[config.mk]
export PLATFORM = sky130hd
export DESIGN_NAME = dmem_arbiter
export DESIGN_NICKNAME = d
export VERILOG_FILES = /design/src/rtl/dmem_pkg.sv /design/src/rtl/dmem_load_format.sv /design/src/rtl/dmem_arbiter.sv
export SDC_FILE = /design/constraint.sdc
export NUM_CORES = 1
export LEC_CHECK = 0
export BUFFER_PORTS_ARGS = -buffer_cell sky130_fd_sc_hd__buf_4
export CAP_MARGIN = 20
export CORE_MARGIN = 4
export CORE_UTILIZATION = 31
export DETAILED_ROUTE_END_ITERATION = 7
export PLACE_DENSITY = 0.64
export SYNTH_ARGS = -nofsm -noshare
export SYNTH_HDL_FRONTEND = slang
export SYNTH_SLANG_ARGS = --single-unit
[constraint.sdc]
create_clock -name clk -period 2.15 [get_ports clk]
set_clock_uncertainty 0.1 [all_clocks]
set_input_delay 0.215 -clock clk [delete_from_list [all_inputs] [get_ports clk]]
set_output_delay 0.215 -clock clk [all_outputs]
set_load 0.005 [all_outputs]
[src/rtl/dmem_pkg.sv]
// Shared types and constants for the data-memory arbiter.
package dmem_pkg;

  typedef enum logic [1:0] {
    IDLE    = 2'd0,
    CPU_OWN = 2'd1,
    DMA_OWN = 2'd2
  } arb_state_t;

  localparam logic [3:0] LANE_B = 4'b0001;
  localparam logic [3:0] LANE_H = 4'b0011;
  localparam logic [3:0] LANE_W = 4'b1111;

  localparam int STARVE_MAX_DEF = 4;
  localparam int STARVE_W       = $clog2(STARVE_MAX_DEF + 1);

endpackage

[src/rtl/dmem_load_format.sv]
// CPU load formatting: per-lane masking of the array word plus optional
// sign extension of byte and halfword loads.
module dmem_load_format
  import dmem_pkg::*;
(
  input  logic [31:0] raw,
  input  logic [3:0]  re,
  input  logic        sext,
  output logic [31:0] data
);

  logic [31:0] masked;

  // keep only the requested lanes, then extend the top kept bit for partial loads
  always_comb begin
    masked = 32'h0000_0000;
    for (int j = 0; j < 4; j++) begin
      if (re[j]) begin
        masked[8*j +: 8] = raw[8*j +: 8];
      end else begin
        masked[8*j +: 8] = 8'h00;
      end
    end
    data = masked;
    if (sext && (re == LANE_B)) begin
      data[31:8] = {24{masked[7]}};
    end else if (sext && (re == LANE_H)) begin
      data[31:16] = {16{masked[15]}};
    end else begin
      data = masked;
    end
  end

endmodule

[src/rtl/dmem_arbiter.sv]
// Two-requester (CPU MEM stage / DMA port) arbiter for the byte-addressed data
// memory. Optional perf counters are enabled with `define DMEM_ARB_PERF_EN.
module dmem_arbiter
  import dmem_pkg::*;
#(
  parameter int ADDR_W     = 7,
  parameter int DATA_W     = 32,
  parameter int STARVE_MAX = STARVE_MAX_DEF
) (
  input  logic              clk,
  input  logic              reset,
  input  logic              cpu_req,
  input  logic [ADDR_W-1:0] cpu_addr,
  input  logic [3:0]        cpu_we,
  input  logic [3:0]        cpu_re,
  input  logic              cpu_sext,
  input  logic [DATA_W-1:0] cpu_wdata,
  output logic              cpu_gnt,
  output logic              cpu_stall,
  output logic              cpu_rvalid,
  output logic [DATA_W-1:0] cpu_rdata,
  input  logic              dma_req,
  input  logic              dma_last,
  input  logic [ADDR_W-1:0] dma_addr,
  input  logic              dma_we,
  input  logic [DATA_W-1:0] dma_wdata,
  output logic              dma_gnt,
  output logic              dma_rvalid,
  output logic [DATA_W-1:0] dma_rdata,
  output logic [ADDR_W-1:0] mem_addr,
  output logic [3:0]        mem_we,
  output logic [DATA_W-1:0] mem_wdata,
  input  logic [DATA_W-1:0] mem_rdata
`ifdef DMEM_ARB_PERF_EN
  ,
  output logic [15:0]       perf_cpu_stall_cnt,
  output logic [15:0]       perf_dma_beats
`endif
);

  // wait counters are never narrower than the default configuration needs
  localparam int WAIT_W = ($clog2(STARVE_MAX + 1) > STARVE_W) ? $clog2(STARVE_MAX + 1) : STARVE_W;
  localparam logic [WAIT_W-1:0] WAIT_MAX = WAIT_W'(STARVE_MAX);

  arb_state_t        state_q, state_d;
  logic [WAIT_W-1:0] dma_wait_q, dma_wait_d;
  logic [WAIT_W-1:0] cpu_wait_q, cpu_wait_d;
  logic              cpu_rvalid_q, cpu_rvalid_d;
  logic              dma_rvalid_q, dma_rvalid_d;
  logic [DATA_W-1:0] cpu_rdata_q, cpu_rdata_d;
  logic [DATA_W-1:0] dma_rdata_q, dma_rdata_d;
  logic [31:0]       cpu_fmt;
  logic              dma_starved;
  logic              cpu_starved;

  assign dma_starved = (dma_wait_q == WAIT_MAX);
  assign cpu_starved = (cpu_wait_q == WAIT_MAX);

  dmem_load_format u_fmt (
    .raw  (mem_rdata),
    .re   (cpu_re),
    .sext (cpu_sext),
    .data (cpu_fmt)
  );

  // grant decision and next ownership; a granted dma_last beat ends DMA ownership
  always_comb begin
    cpu_gnt = 1'b0;
    dma_gnt = 1'b0;
    state_d = state_q;
    if (reset) begin
      state_d = IDLE;
    end else begin
      case (state_q)
        IDLE: begin
          if (cpu_req) begin
            cpu_gnt = 1'b1;
          end else if (dma_req) begin
            dma_gnt = 1'b1;
          end else begin
            cpu_gnt = 1'b0;
          end
        end
        CPU_OWN: begin
          if (cpu_req) begin
            if (dma_req && dma_starved) begin
              dma_gnt = 1'b1;
            end else begin
              cpu_gnt = 1'b1;
            end
          end else if (dma_req) begin
            dma_gnt = 1'b1;
          end else begin
            dma_gnt = 1'b0;
          end
        end
        DMA_OWN: begin
          if (dma_req) begin
            if (cpu_req && cpu_starved) begin
              cpu_gnt = 1'b1;
            end else begin
              dma_gnt = 1'b1;
            end
          end else begin
            dma_gnt = 1'b0;
          end
        end
        default: begin
          cpu_gnt = 1'b0;
          dma_gnt = 1'b0;
        end
      endcase

      if (dma_gnt) begin
        state_d = dma_last ? (cpu_req ? CPU_OWN : IDLE) : DMA_OWN;
      end else if (cpu_gnt) begin
        state_d = (state_q == DMA_OWN) ? DMA_OWN : CPU_OWN;
      end else begin
        state_d = IDLE;
      end
    end
  end

  // starvation counters: count denied cycles of a live request, clear otherwise
  always_comb begin
    dma_wait_d = '0;
    cpu_wait_d = '0;
    if (reset) begin
      dma_wait_d = '0;
      cpu_wait_d = '0;
    end else begin
      if (dma_req && !dma_gnt) begin
        dma_wait_d = dma_starved ? WAIT_MAX : dma_wait_q + WAIT_W'(1);
      end else begin
        dma_wait_d = '0;
      end
      if (cpu_req && !cpu_gnt) begin
        cpu_wait_d = cpu_starved ? WAIT_MAX : cpu_wait_q + WAIT_W'(1);
      end else begin
        cpu_wait_d = '0;
      end
    end
  end

  assign cpu_stall = cpu_req & ~cpu_gnt;

  // steer the granted requester onto the array port
  always_comb begin
    mem_addr  = cpu_addr;
    mem_wdata = cpu_wdata;
    mem_we    = 4'b0000;
    if (cpu_gnt) begin
      mem_we = cpu_we;
    end else if (dma_gnt) begin
      mem_addr  = dma_addr;
      mem_wdata = dma_wdata;
      mem_we    = dma_we ? LANE_W : 4'b0000;
    end else begin
      mem_we = 4'b0000;
    end
  end

  // read data is captured at the grant edge; stores and DMA writes give no rvalid
  always_comb begin
    cpu_rvalid_d = cpu_gnt && (cpu_re != 4'b0000);
    dma_rvalid_d = dma_gnt && !dma_we;
    cpu_rdata_d  = cpu_rdata_q;
    dma_rdata_d  = dma_rdata_q;
    if (cpu_rvalid_d) begin
      cpu_rdata_d = DATA_W'(cpu_fmt);
    end else begin
      cpu_rdata_d = cpu_rdata_q;
    end
    if (dma_rvalid_d) begin
      dma_rdata_d = mem_rdata;
    end else begin
      dma_rdata_d = dma_rdata_q;
    end
  end

  // state, counters and read registers
  always_ff @(posedge clk) begin
    if (reset) begin
      state_q      <= IDLE;
      dma_wait_q   <= '0;
      cpu_wait_q   <= '0;
      cpu_rvalid_q <= 1'b0;
      dma_rvalid_q <= 1'b0;
      cpu_rdata_q  <= '0;
      dma_rdata_q  <= '0;
    end else begin
      state_q      <= state_d;
      dma_wait_q   <= dma_wait_d;
      cpu_wait_q   <= cpu_wait_d;
      cpu_rvalid_q <= cpu_rvalid_d;
      dma_rvalid_q <= dma_rvalid_d;
      cpu_rdata_q  <= cpu_rdata_d;
      dma_rdata_q  <= dma_rdata_d;
    end
  end

  assign cpu_rvalid = cpu_rvalid_q;
  assign cpu_rdata  = cpu_rdata_q;
  assign dma_rvalid = dma_rvalid_q;
  assign dma_rdata  = dma_rdata_q;

`ifdef DMEM_ARB_PERF_EN
  logic [15:0] stall_cnt_q, stall_cnt_d;
  logic [15:0] beats_q, beats_d;

  // saturating event counters
  always_comb begin
    stall_cnt_d = stall_cnt_q;
    beats_d     = beats_q;
    if (cpu_stall && (stall_cnt_q != 16'hFFFF)) begin
      stall_cnt_d = stall_cnt_q + 16'd1;
    end else begin
      stall_cnt_d = stall_cnt_q;
    end
    if (dma_gnt && (beats_q != 16'hFFFF)) begin
      beats_d = beats_q + 16'd1;
    end else begin
      beats_d = beats_q;
    end
  end

  // perf counter registers
  always_ff @(posedge clk) begin
    if (reset) begin
      stall_cnt_q <= 16'd0;
      beats_q     <= 16'd0;
    end else begin
      stall_cnt_q <= stall_cnt_d;
      beats_q     <= beats_d;
    end
  end

  assign perf_cpu_stall_cnt = stall_cnt_q;
  assign perf_dma_beats     = beats_q;
`endif

endmodule

==> results, run 1 <==
- Of the total power, the share spent switching nets is 0.229.
- The smallest clock period supported by the final layout is computed as 2480 ps.
- The unique cell type count in the Yosys netlist is 41.
- Of the total power, the clock network draws 0.385.
- The area used by multi-input combinational logic is 2270 um^2.
- Setup violations remaining at the end of the flow were counted as about 100.
- Summed over all layers, the routed wires come to 14.4 mm.
- At the end of the flow, the number of nets in the layout was 735.
- For this run, the number of Yosys warnings is 0.
- The clock sink total is 74.
- The combinational cell fraction of total power is 0.239.
- Among all stages on the critical path, the largest delay is contributed by dfxtp_2.
- In this run the number of H-tree levels came out at 3.
- After detailed routing, the number of remaining DRC violations is 0.
- The final routed wire length divided by cell count is 19.2 um.
- The leakage power summed over all cells is 3.20 nW.
- The first TritonRoute pass finished after 4 iterations.
- The total global routing overflow is 0.
- The port buffer count is ~240.
- The mean number of vias per cell is 4.92.
- Data arrives at the worst endpoint at 2160 ps.
- The storage element area is 1490 um^2.
- The longest clock path from root to sink contains 2 buffers.
- The post-route setup TNS is -23130 ps.
- The fraction of final layout cells sized beyond drive strength 1 is 0.652.
- For the pin with the worst max-slew slack, the measured transition is 481 ps.
- The number of inserted diodes is 0.
- The share of total power dissipated in sequential elements is 0.376.
- The die area is 13100 um^2.
- The layout has 936 filler cells.
- The signal on the critical path passes through inv_2 > ha_4 > a31o_4 > a221oi_4 > buf_6 > clkbuf_16 > mux2_2 > buf_4.
- The cell family contributing the most delay on the critical path is buffers and inverters.
- The number of buffers and inverters on the critical path is 4.
- The clock buffer count from CTS is 9.
- The overall routing resource usage is 0.206.
- The critical path in this run is classified as flip-flop to output pin.
- Dividing total power by cell area gives a power density of 589 nW/um^2.
- The initial utilization of the core area, before any placement, comes to 0.320.
- The post-CTS clock slew at the launch and capture registers of the worst setup and hold paths is 50 ps.
- The synthesized net count is 467.
- Data on the critical path is required at its endpoint by 1840 ps.
- The detailed router finished its first iteration with 157 violations.
- The placed instances occupy a cell area of roughly 5600 um^2.
- The mux contribution to synthesized area is 0.253.
- The fraction of the mapped netlist area in compound gates is 0.114.
- The via count of the first global-routing pass is 3936.
- The placeable core region is 11000 um^2.
- The post-synthesis sequential element count is 74.
- The library cell used most frequently in the layout, excluding fill and tap cells, is buf_4.
- After legalization and detailed placement, the total HPWL measured roughly 10 mm.
- Setup repair after global routing could not meet its margin everywhere.
- The synthesized-area fraction occupied by and/or/nand/nor cells is 0.152.
- The overall die height is between 100 and 150 um.
- The clock network latency to the later pin of the worst-skew pair is 330 ps.
- Max-cap violations in this run came to 0.
- In this run the remaining antenna-violating nets after routing total 0.
- The overall power of the completed layout is approximately 4.0 mW.
- In this run the worst path has a maximum fanout of 10.
- The flow ran to the end, but the final reports show violations.
- The worst hold slack is 21.2 ps.
- The first global-routing pass estimated 21.0 mm of wire.
- The die outline width is about 110 um.
- By area, the combinational part of the netlist is dominated by multiplexers.
- Summing over every cut layer, the via total after detailed routing is 3692.
- The worst setup path is launched from a flip-flop.
- Setup slack on the critical path of the routed design comes to -325 ps.
- The summed area of non-filler cells in the final layout is slightly below 7000 um^2.
- The hold violation count in the final report was 0.
- Of the total synthesized cell area, the portion taken by XOR and XNOR cells is 0.
- VDD sags by at most 0.374 mV.
- Derived from the worst setup path, the maximum achievable clock frequency is approximately 400 MHz.
- The type of the tightest min-delay check is input port to flip-flop.
- The pre-CTS setup slack is -87.1 ps.
- The netlist area before placement is 3520 um^2.
- The I/O pin total is 237.
- The area growth from synthesis to layout is 92.1%.
- In the layout the commonest cells are buf_4 (218), dfxtp_1 (70), mux2_4 (63), buf_6 (43), nand2_1 (42).
- The maximum single-stage delay on the critical path is 330 ps.
- The final reports fail on negative setup slack.
- Synthesis produced 338 cells.
- STA classifies the critical path endpoint as an output pin.
- The routability congestion estimate from global placement is 0.911.
- The initial antenna violation count is 0.
- The reported net switching power is 0.909 mW.
- In this run the mean area of a mapped cell was between 10 and 15 um^2.
- The sequential element share of the synthesized area is 0.421.
- Entering global routing, the biggest net connects 38 pins.
- The post-route fraction of the period consumed by the critical path is 1.15.
- In this run the core area contains 38 standard-cell rows.
- The count of pins over their slew limit was 0.
- TritonCTS built the clock tree.
- The cell at the root of the clock tree is clkbuf_16.
- The internal portion of the total power is between 3 and 4 mW.
- The relative slew slack is 0.679.
- Of the total synthesized cell area, the portion taken by full adders, half adders and majority gates is 0.0142.
[kinds of logic after synthesis]
group | Yosys count
flops | 74
fa+ha+maj | 4
buf+inv | 30
simple gates | 100
compound gates | 50
mux | 80
[cell type report]
class,instances,share of cell area
clock inverter,3,0.00963
inverter,9,0.00500
sequential,74,0.220
tap,140,0.0259
timing repair buffer,278,0.368
multi-input combinational,234,0.336
clock buffer,12,0.0350
[cell usage after synthesis (all sizes together)]
| cell | instances | area share |
|---|---|---|
| a2111oi | 2 | 0.0050 |
| a21o | 1 | 0.0021 |
| a21oi | 9 | 0.013 |
| a221o | 1 | 0.0028 |
| a221oi | 2 | 0.010 |
| a22o | 12 | 0.030 |
| a22oi | 17 | 0.036 |
| a31o | 1 | 0.0025 |
| a32oi | 1 | 0.0046 |
| a41o | 1 | 0.0028 |
| and2b | 1 | 0.0021 |
| and3 | 1 | 0.0018 |
| buf | 12 | 0.027 |
| clkbuf | 9 | 0.0096 |
| clkinv | 1 | 0.0011 |
| dfxtp | 74 | 0.42 |
| ha | 4 | 0.014 |
| inv | 8 | 0.0085 |
| mux2 | 71 | 0.23 |
| mux2i | 9 | 0.026 |
| nand2 | 42 | 0.045 |
| nand2b | 1 | 0.0018 |
| nand3 | 3 | 0.0043 |
| nand3b | 2 | 0.0043 |
| nand4 | 1 | 0.0018 |
| nand4bb | 1 | 0.0032 |
| nor2 | 6 | 0.0064 |
| nor2b | 35 | 0.063 |
| nor3 | 2 | 0.0028 |
| nor3b | 2 | 0.0057 |
| nor4 | 2 | 0.0078 |
| o21a | 1 | 0.0021 |
| o21ai | 2 | 0.0028 |
| or3 | 1 | 0.0018 |
[flip-flops by register name (all words and copies together) (netlist names)]
register and cells:
cpu_rdata 32, cpu_rvalid 1, cpu_wait_q 3, dma_rdata 32
dma_rvalid 1, dma_wait_q 3, state_q 2
[per-layer routing]
metal	global-route usage	share of wire	routed length, um	up-vias
li1	-	-	-	1733
met1	0.218	0.34	4940	1767
met2	0.366	0.53	7620	169
met3	0.0909	0.10	1500	23
met4	0.0673	0.023	329	0
met5	0	0	0	-
[worst register-to-register path: cells and delay by family, from the launching register on]
family          cells  cell delay, ps
buf+inv             7             790
compound gates      2             470
flops               1             330
mux                 1             310
simple gates        1             190
fa+ha+maj           1             150
[timing repair]
item                                    CTS  global route
cloned                                    5             4
pin swaps                                 4             7
hold buffers                              1             0
hold endpoints to repair                  1             0
gates resized for setup                 108            43
setup buffers                            14             5
endpoints found under the setup margin   75           110
[power groups by stage]
stage / registers, mW / clock network [mW] / logic (mW)
floorplan: 1.52 / 0 / 0.261
global placement: 1.52 / 0 / 0.735
detailed placement: 1.52 / 0 / 0.746
CTS: 1.49 / 1.57 / 0.884
global route: 1.50 / 1.63 / 1.01
finish: 1.49 / 1.53 / 0.949
[through the flow]
stage,util,std cells
after CTS,0.595,746
after floorplan,-,338
final,0.615,750
after detailed placement,0.507,712
after global routing,0.615,750
after global placement,0.507,712
[worst paths after layout]
path | start | end | slack (ps) | cells past startpoint
max reg2reg | cpu_wait_q[1] | dma_rdata[7] | -310 | 12
min | mem_rdata[31] | dma_rdata[31] | 20 | 2
min reg2reg | cpu_rdata[11] | cpu_rdata[11] | 370 | 2
max | cpu_wait_q[1] | mem_wdata[17] | -330 | 8
Power figures use the tool's default switching activity.
==> run 2: changes to the inputs <==
- BUFFER_PORTS_ARGS: -buffer_cell sky130_fd_sc_hd__buf_4 -> default
- CORE_MARGIN: 4 -> 5
- DONT_BUFFER_PORTS: default -> 1
- PLACE_DENSITY: 0.64 -> 0.45
==> results, run 2 (synthesis gave the netlist of run 1 again) <==
- Result of the run: finished, violations left (unchanged).
- Violations in the final reports: negative setup slack (unchanged).
- Setup repair after global routing missed its margin: true (unchanged).
- The met2 wirelength from detailed routing is 6.72 mm (was 7.62 mm).
- The area used by multi-input combinational logic is 2250 um^2 (was 2270 um^2).
- The clock network latency to the later pin of the worst-skew pair is 330 ps (about the same).
- The mean number of vias per cell is 5.22 (was 4.92).
- The initial antenna violation count is 0 (unchanged).
- The kind of critical path is flip-flop to output pin (unchanged).
- The routability congestion estimate from global placement is 0.801 (was 0.911).
- The number of detailed-routing iterations run before antenna repair is 4 (unchanged).
- The maximum root-to-sink buffer count came to 2 (unchanged).
- The kind of end point of the critical path is an output pin (unchanged).
- The placeable core region is 11000 um^2 (unchanged).
- The critical path launch point is cpu_wait_q[1] (unchanged).
- The overall routing resource usage is 0.173 (was 0.206).
- The maximum VDD drop is 0.425 mV (was 0.374 mV).
- The violation count after the first detailed-route iteration is 111 (was 157).
- The cell depth of the worst setup path is 8 (unchanged).
- The first-pass GRT wire length is 17.6 mm (was 21.0 mm).
- The final routed wire length divided by cell count came to 24.3 um (was 19.2 um).
- The storage element area is 1490 um^2 (about the same).
- The power density over the cells is 670 nW/um^2 (was 589 nW/um^2).
- Critical Path, Cell by Cell: inv_2 > ha_4 > a31o_4 > a221oi_4 > buf_6 > buf_12 > buf_12 > mux2_4 (was inv_2 > ha_4 > a31o_4 > a221oi_4 > buf_6 > clkbuf_16 > mux2_2 > buf_4).
- The number of nets in the finished design is 526 (was 735).
- The pre-CTS setup slack was -20.0 ps (was -87.1 ps).
- The worst reg2reg path endpoint is dma_rdata[12] (was dma_rdata[7]).
- The category of the worst setup path launch point is a flip-flop (unchanged).
- Leading cell types in the layout, fill and taps excluded: mux2_4 (71), dfxtp_1 (71), nand2_1 (42), dlygate4sd3_1 (38), nor2b_1 (32) (was buf_4 (218), dfxtp_1 (70), mux2_4 (63), buf_6 (43), nand2_1 (42)).
- The number of antenna-violating nets in the routed design was 0 (unchanged).
- The launch point of the worst reg-to-reg path was cpu_wait_q[1] (unchanged).
- The buffering stage count on the worst path with inverters included is 4 (unchanged).
- The number of inserted diodes is 0 (unchanged).
- The cell at the root of the clock tree was clkbuf_16 (unchanged).
- The amount of wire on met3 after detailed routing was 1.51 mm (was 1.50 mm).
- The clock buffer count from CTS is 9 (unchanged).
- The via count of the first global-routing pass is 2925 (was 3936).
- The remaining routing DRC violations was 0 (unchanged).
- The critical path endpoint is mem_wdata[15] (was mem_wdata[17]).
- The cell family contributing the most delay on the critical path is compound AO/OA/AOI/OAI gates (was buffers and inverters).
- The total routed wire length on the met1 layer is 4.67 mm (was 4.94 mm).
- The I/O pin total came to 237 (unchanged).
- The slack of the worst reg-to-reg path is -160 ps (was -310 ps).
- The clock sink total is 74 (unchanged).
- The total global routing overflow is 0 (unchanged).
- The type of the tightest min-delay check is input port to flip-flop (unchanged).
- The startpoint of the tightest hold check path is dma_last (was mem_rdata[31]).
- The highest metal layer with signal wires is met4 (unchanged).
- The minimum clock period is 2370 ps (was 2480 ps).
- The port buffer count is 0 (was 236).
- The post-route setup TNS is -12990 ps (was -23130 ps).
- The data required time of the worst path was 1840 ps (about the same).
- The number of cells on the worst reg-to-reg path is 10 (was 12).
- The relative slew slack is 0.568 (was 0.679).
- The total via count after detailed routing came to 2822 (was 3692).
- The maximum level of the CTS H-tree came to 3 (unchanged).
- The number of filler cells placed in the layout is 1034 (was 936).
- The highest net fanout along the worst path is 7 (was 10).
- The overall die height came to 116 um (was 114 um).
- The number of maximum-capacitance constraint violations is 0 (unchanged).
- The count of final setup violators was 75 (was 101).
- The maximum number of pins on one net before global-route repair is 39 (was 38).
- The core occupancy in the finished layout is 0.464 (was 0.615).
- The setup slack after layout came to -223 ps (was -325 ps).
- The cell type of the slowest stage on the worst timing path was dfxtp_2 (unchanged).
- The HPWL reported at the end of detailed placement is 9.21 mm (was 10.0 mm).
- The fraction of final layout cells sized beyond drive strength 1 is 0.344 (was 0.652).
- The post-CTS clock slew at the launch and capture registers of the worst setup and hold paths is 50 ps (about the same).
- The maximum clock frequency is 421 MHz (was 404 MHz).
- The die outline width was 116 um (was 114 um).
- The starting utilization of the core area is 0.320 (unchanged).
- The sum of routed wire length over all layers is 13.2 mm (was 14.4 mm).
- The hold violation count in the final report is 0 (unchanged).
- The actual transition at the worst max-transition pin is 643 ps (was 481 ps).
- The data arrival time of the critical path is 2060 ps (was 2160 ps).
- The most frequent cell on the critical path is buf_12.
- The post-route fraction of the period consumed by the critical path is 1.10 (was 1.15).
- The signed area change from the synthesized netlist to the final layout came to 44.9% (was 92.1%).
- The die area came to 13600 um^2 (was 13100 um^2).
- The leakage power summed over all cells is 2.11 nW (was 3.20 nW).
- The total number of placement rows is 38 (unchanged).
- The maximum single-stage delay on the critical path was 330 ps (about the same).
- The clock tree from TritonCTS is yes (unchanged).
- The count of pins over their slew limit is 0 (unchanged).
-- run 2: cell count changes in the layout (fill, tap and decap cells not counted), moves of 2 or more --
| cell | change |
|---|---|
| clkbuf_8 | +2 |
| buf_12 | -3 |
| mux2_4 | +8 |
| a22oi_1 | +16 |
| a22o_4 | +3 |
| bufinv_16 | -2 |
| buf_6 | -35 |
| mux2_2 | -7 |
| dlygate4sd3_1 | +37 |
| a22oi_2 | -16 |
| a22o_1 | -3 |
| buf_4 | -210 |
-- run 2: final cells by class --
cell class                      instances  share of cell area
Multi-Input combinational cell        234               0.442
Sequential cell                        74               0.291
Timing Repair Buffer                   69               0.172
Clock buffer                           13              0.0511
Tap cell                              140              0.0344
Inverter                                9             0.00663
Clock inverter                          2             0.00246
-- run 2: how the worst min path moves through the flow --
stage                     slack (ps)  cells after the start       endpoint
after floorplan                  240                      1  dma_rdata[10]
final                             30                      3     state_q[1]
after CTS                          7                      2  dma_rdata[31]
after detailed placement         250                      1  dma_rdata[14]
after global placement           240                      1  dma_rdata[22]
after global routing              40                      3     state_q[1]
-- run 2: timing repair --
action                                  CTS  global route
gates resized for setup                  68            44
setup buffers                             7             4
endpoints found under the setup margin   45           109
pin swaps                                 4             4
cloned                                    4             4
hold endpoints to repair                 68             0
hold buffers                             38             0
-- run 2: power by group --
group	total, mW	switching [mW]	internal, mW
Sequential	1.52	0.0674	1.45
Clock	1.37	0.538	0.836
Combinational	0.523	0.208	0.314
-- run 2: metrics by stage --
stage / instances / total power, mW / instance area [um^2] / hold WS (ps)
6_report: 541 / 3.42 / 5100 / 29.1
5_1_grt: 541 / 3.56 / 5100 / 40.7
4_1_cts: 534 / 3.41 / 4800 / 7.17
3_5_place_dp: 471 / 1.85 / 3720 / 246
3_3_place_gp: 471 / 1.85 / 3720 / 244
2_1_floorplan: 338 / 1.78 / 3540 / 243
-- run 2: per-layer routing --
layer  global-route usage  vias to the layer above
met5                    0                        -
met4               0.0557                        0
met3               0.0876                       18
met2                0.312                      161
met1                0.173                     1326
li1                     -                     1317
-- run 2: tightest hold or removal path, cell delays in order --
cell     delay (ps)
nand2_1          40
a22oi_1          80
nor2_1           80
==> run 3: changes to the inputs <==
- PLACE_DENSITY: 0.45 -> 0.44
- clock period: 2.15 -> 3 ns (I/O delays scaled with it)
==> results, run 3 (synthesis gave the netlist of run 1 again) <==
- Result of the run: complete, no violations (was finished, violations left).
- The port buffer count is 0 (unchanged).
- The kind of end point of the critical path is an output pin (unchanged).
- The clock sink total is 74 (unchanged).
- The starting utilization of the core area is 0.320 (unchanged).
- The clock buffer count from CTS was 9 (unchanged).
- Setup repair after global routing missed its margin: false (was true).
- The relative slew slack is 0.368 (was 0.568).
- The die area is 13600 um^2 (unchanged).
- The HPWL reported at the end of detailed placement came to 8.74 mm (was 9.21 mm).
- The number of nets in the finished design is 493 (was 526).
- The initial antenna violation count is 1 (was 0).
- The post-route setup TNS is 0 ps (was -12990 ps).
- The maximum VDD drop is 0.282 mV (was 0.425 mV).
- Timing would allow up to 382 MHz.
- The clock network latency to the later pin of the worst-skew pair came to 330 ps (about the same).
- The summed area of non-filler cells in the final layout was 4250 um^2 (was 5100 um^2).
- The data required time of the worst path came to 2600 ps (was 1840 ps).
- The signed area change from the synthesized netlist to the final layout came to 20.7% (was 44.9%).
- The setup slack after layout was 383 ps (was -223 ps).
- The first-pass GRT wire length came to 16.6 mm (was 17.6 mm).
- The minimum clock period is 2620 ps.
- The total number of placement rows is 38 (unchanged).
- The maximum root-to-sink buffer count was 2 (unchanged).
- The violation count after the first detailed-route iteration is 155 (was 111).
- The sum of routed wire length over all layers was 11.4 mm (was 13.2 mm).
- The power density over the cells is 564 nW/um^2 (was 670 nW/um^2).
- Leading cell types in the layout, fill and taps excluded: dfxtp_1 (74), mux2_2 (42), nand2_1 (42), nor2b_1 (33), dlygate4sd3_1 (32) (was mux2_4 (71), dfxtp_1 (71), nand2_1 (42), dlygate4sd3_1 (38), nor2b_1 (32)).
- The post-CTS setup repair buffer count is 0 (was 7).
- In the finished design, the share of the clock period the worst path needs comes to 0.872.
- The count of pins over their slew limit is 0 (unchanged).
- The actual transition at the worst max-transition pin is 946 ps (was 643 ps).
- The highest net fanout along the worst path is 44 (was 7).
- The maximum number of pins on one net before global-route repair was 45 (was 39).
- The number of cells on the worst reg-to-reg path was 7 (was 10).
- The overall routing resource usage is 0.163 (was 0.173).
- The final routed wire length divided by cell count is 22.4 um (was 24.3 um).
- The number of maximum-capacitance constraint violations was 0 (unchanged).
- The count of hold-fix buffers inserted at cts is 32 (was 38).
- The cell at the root of the clock tree is clkbuf_16 (unchanged).
- The total cell area at the placement stage is 3630 um^2 (was 3720 um^2).
- The category of the worst setup path launch point is a flip-flop (unchanged).
- The post-CTS resize count is 0 (was 68).
- The number of antenna-violating nets in the routed design was 0 (unchanged).
- The worst hold path stage count is 2 (was 3).
- The hold violation count in the final report was 0 (unchanged).
- The I/O pin total is 237 (unchanged).
- The placeable core region is 11000 um^2 (unchanged).
- The number of detailed-routing iterations run before antenna repair is 4 (unchanged).
- The remaining routing DRC violations was 0 (unchanged).
- The pre-CTS setup slack came to 706 ps (was -20.0 ps).
- The leakage power summed over all cells came to 1.72 nW (was 2.11 nW).
- The fraction of final layout cells sized beyond drive strength 1 is 0.184 (was 0.344).
- The number of filler cells placed in the layout is 1087 (was 1034).
- The total global routing overflow is 0 (unchanged).
- The overall die height is 116 um (unchanged).
- The die outline width came to 116 um (unchanged).
- The mean number of vias per cell is 5.15 (was 5.22).
- The routability congestion estimate from global placement was 0.824 (was 0.801).
- The clock tree from TritonCTS is yes (unchanged).
- The post-CTS clock slew at the launch and capture registers of the worst setup and hold paths was 60 ps (was 50 ps).
- The total via count after detailed routing is 2625 (was 2822).
- The count of final setup violators was 0 (was 75).
- The data arrival time of the critical path came to 2220 ps (was 2060 ps).
- The maximum level of the CTS H-tree came to 3 (unchanged).
- The via count of the first global-routing pass is 2789 (was 2925).
- The leading cell type in the layout, fill and taps excluded is dfxtp_1.
- The kind of critical path is flip-flop to output pin (unchanged).
- The type of the tightest min-delay check is input port to flip-flop (unchanged).
## run 3: through the flow
step | total power [mW] | std cells | hold WS, ps | util
after floorplan | 1.28 | 338 | 317 | -
after global placement | 1.32 | 461 | 328 | 0.330
after detailed placement | 1.32 | 461 | 332 | 0.330
after CTS | 2.45 | 509 | 0.134 | 0.386
after global routing | 2.51 | 510 | 5.86 | 0.387
final | 2.40 | 510 | 14.9 | 0.387
## run 3: cell type report
| class | count | area, um^2 | share of cell area |
|---|---|---|---|
| multi-input combinational | 234 | 1880 | 0.443 |
| sequential | 74 | 1480 | 0.349 |
| timing repair buffer | 36 | 375 | 0.0884 |
| clock buffer | 11 | 243 | 0.0572 |
| tap | 140 | 175 | 0.0413 |
| clock inverter | 5 | 53.8 | 0.0127 |
| inverter | 9 | 33.8 | 0.00796 |
| antenna | 1 | 2.50 | 0.000589 |
## run 3: worst paths after layout
| path | startpoint | end | slack, ps |
|---|---|---|---|
| setup / recovery | cpu_wait_q[0] | mem_addr[2] | 380 |
| hold / removal | mem_rdata[17] | cpu_rdata[17] | 10 |
| setup reg to reg | cpu_wait_q[0] | dma_rdata[2] | 780 |
| hold reg to reg | cpu_wait_q[0] | cpu_wait_q[0] | 340 |
## run 3: critical path, cell delays in order (launching register included)
cell and delay, ps:
dfxtp_1 340, inv_1 50, ha_1 230, a31o_2 270, a221oi_4 280, buf_12 260, mux2_2 410
## run 3: metal layers
layer  track usage  part of all wire  vias up
met5             0                 0        -
met4        0.0758             0.022        0
met3        0.0746              0.12       19
met2         0.286              0.51      145
met1         0.166              0.35     1217
li1              -                 -     1244
## run 3: power by group
| part | switching [mW] | total (mW) | internal, mW |
|---|---|---|---|
| logic | 0.111 | 0.244 | 0.132 |
| registers | 0.0477 | 1.09 | 1.04 |
| clock network | 0.402 | 1.07 | 0.663 |
| total | 0.561 | 2.40 | 1.84 |
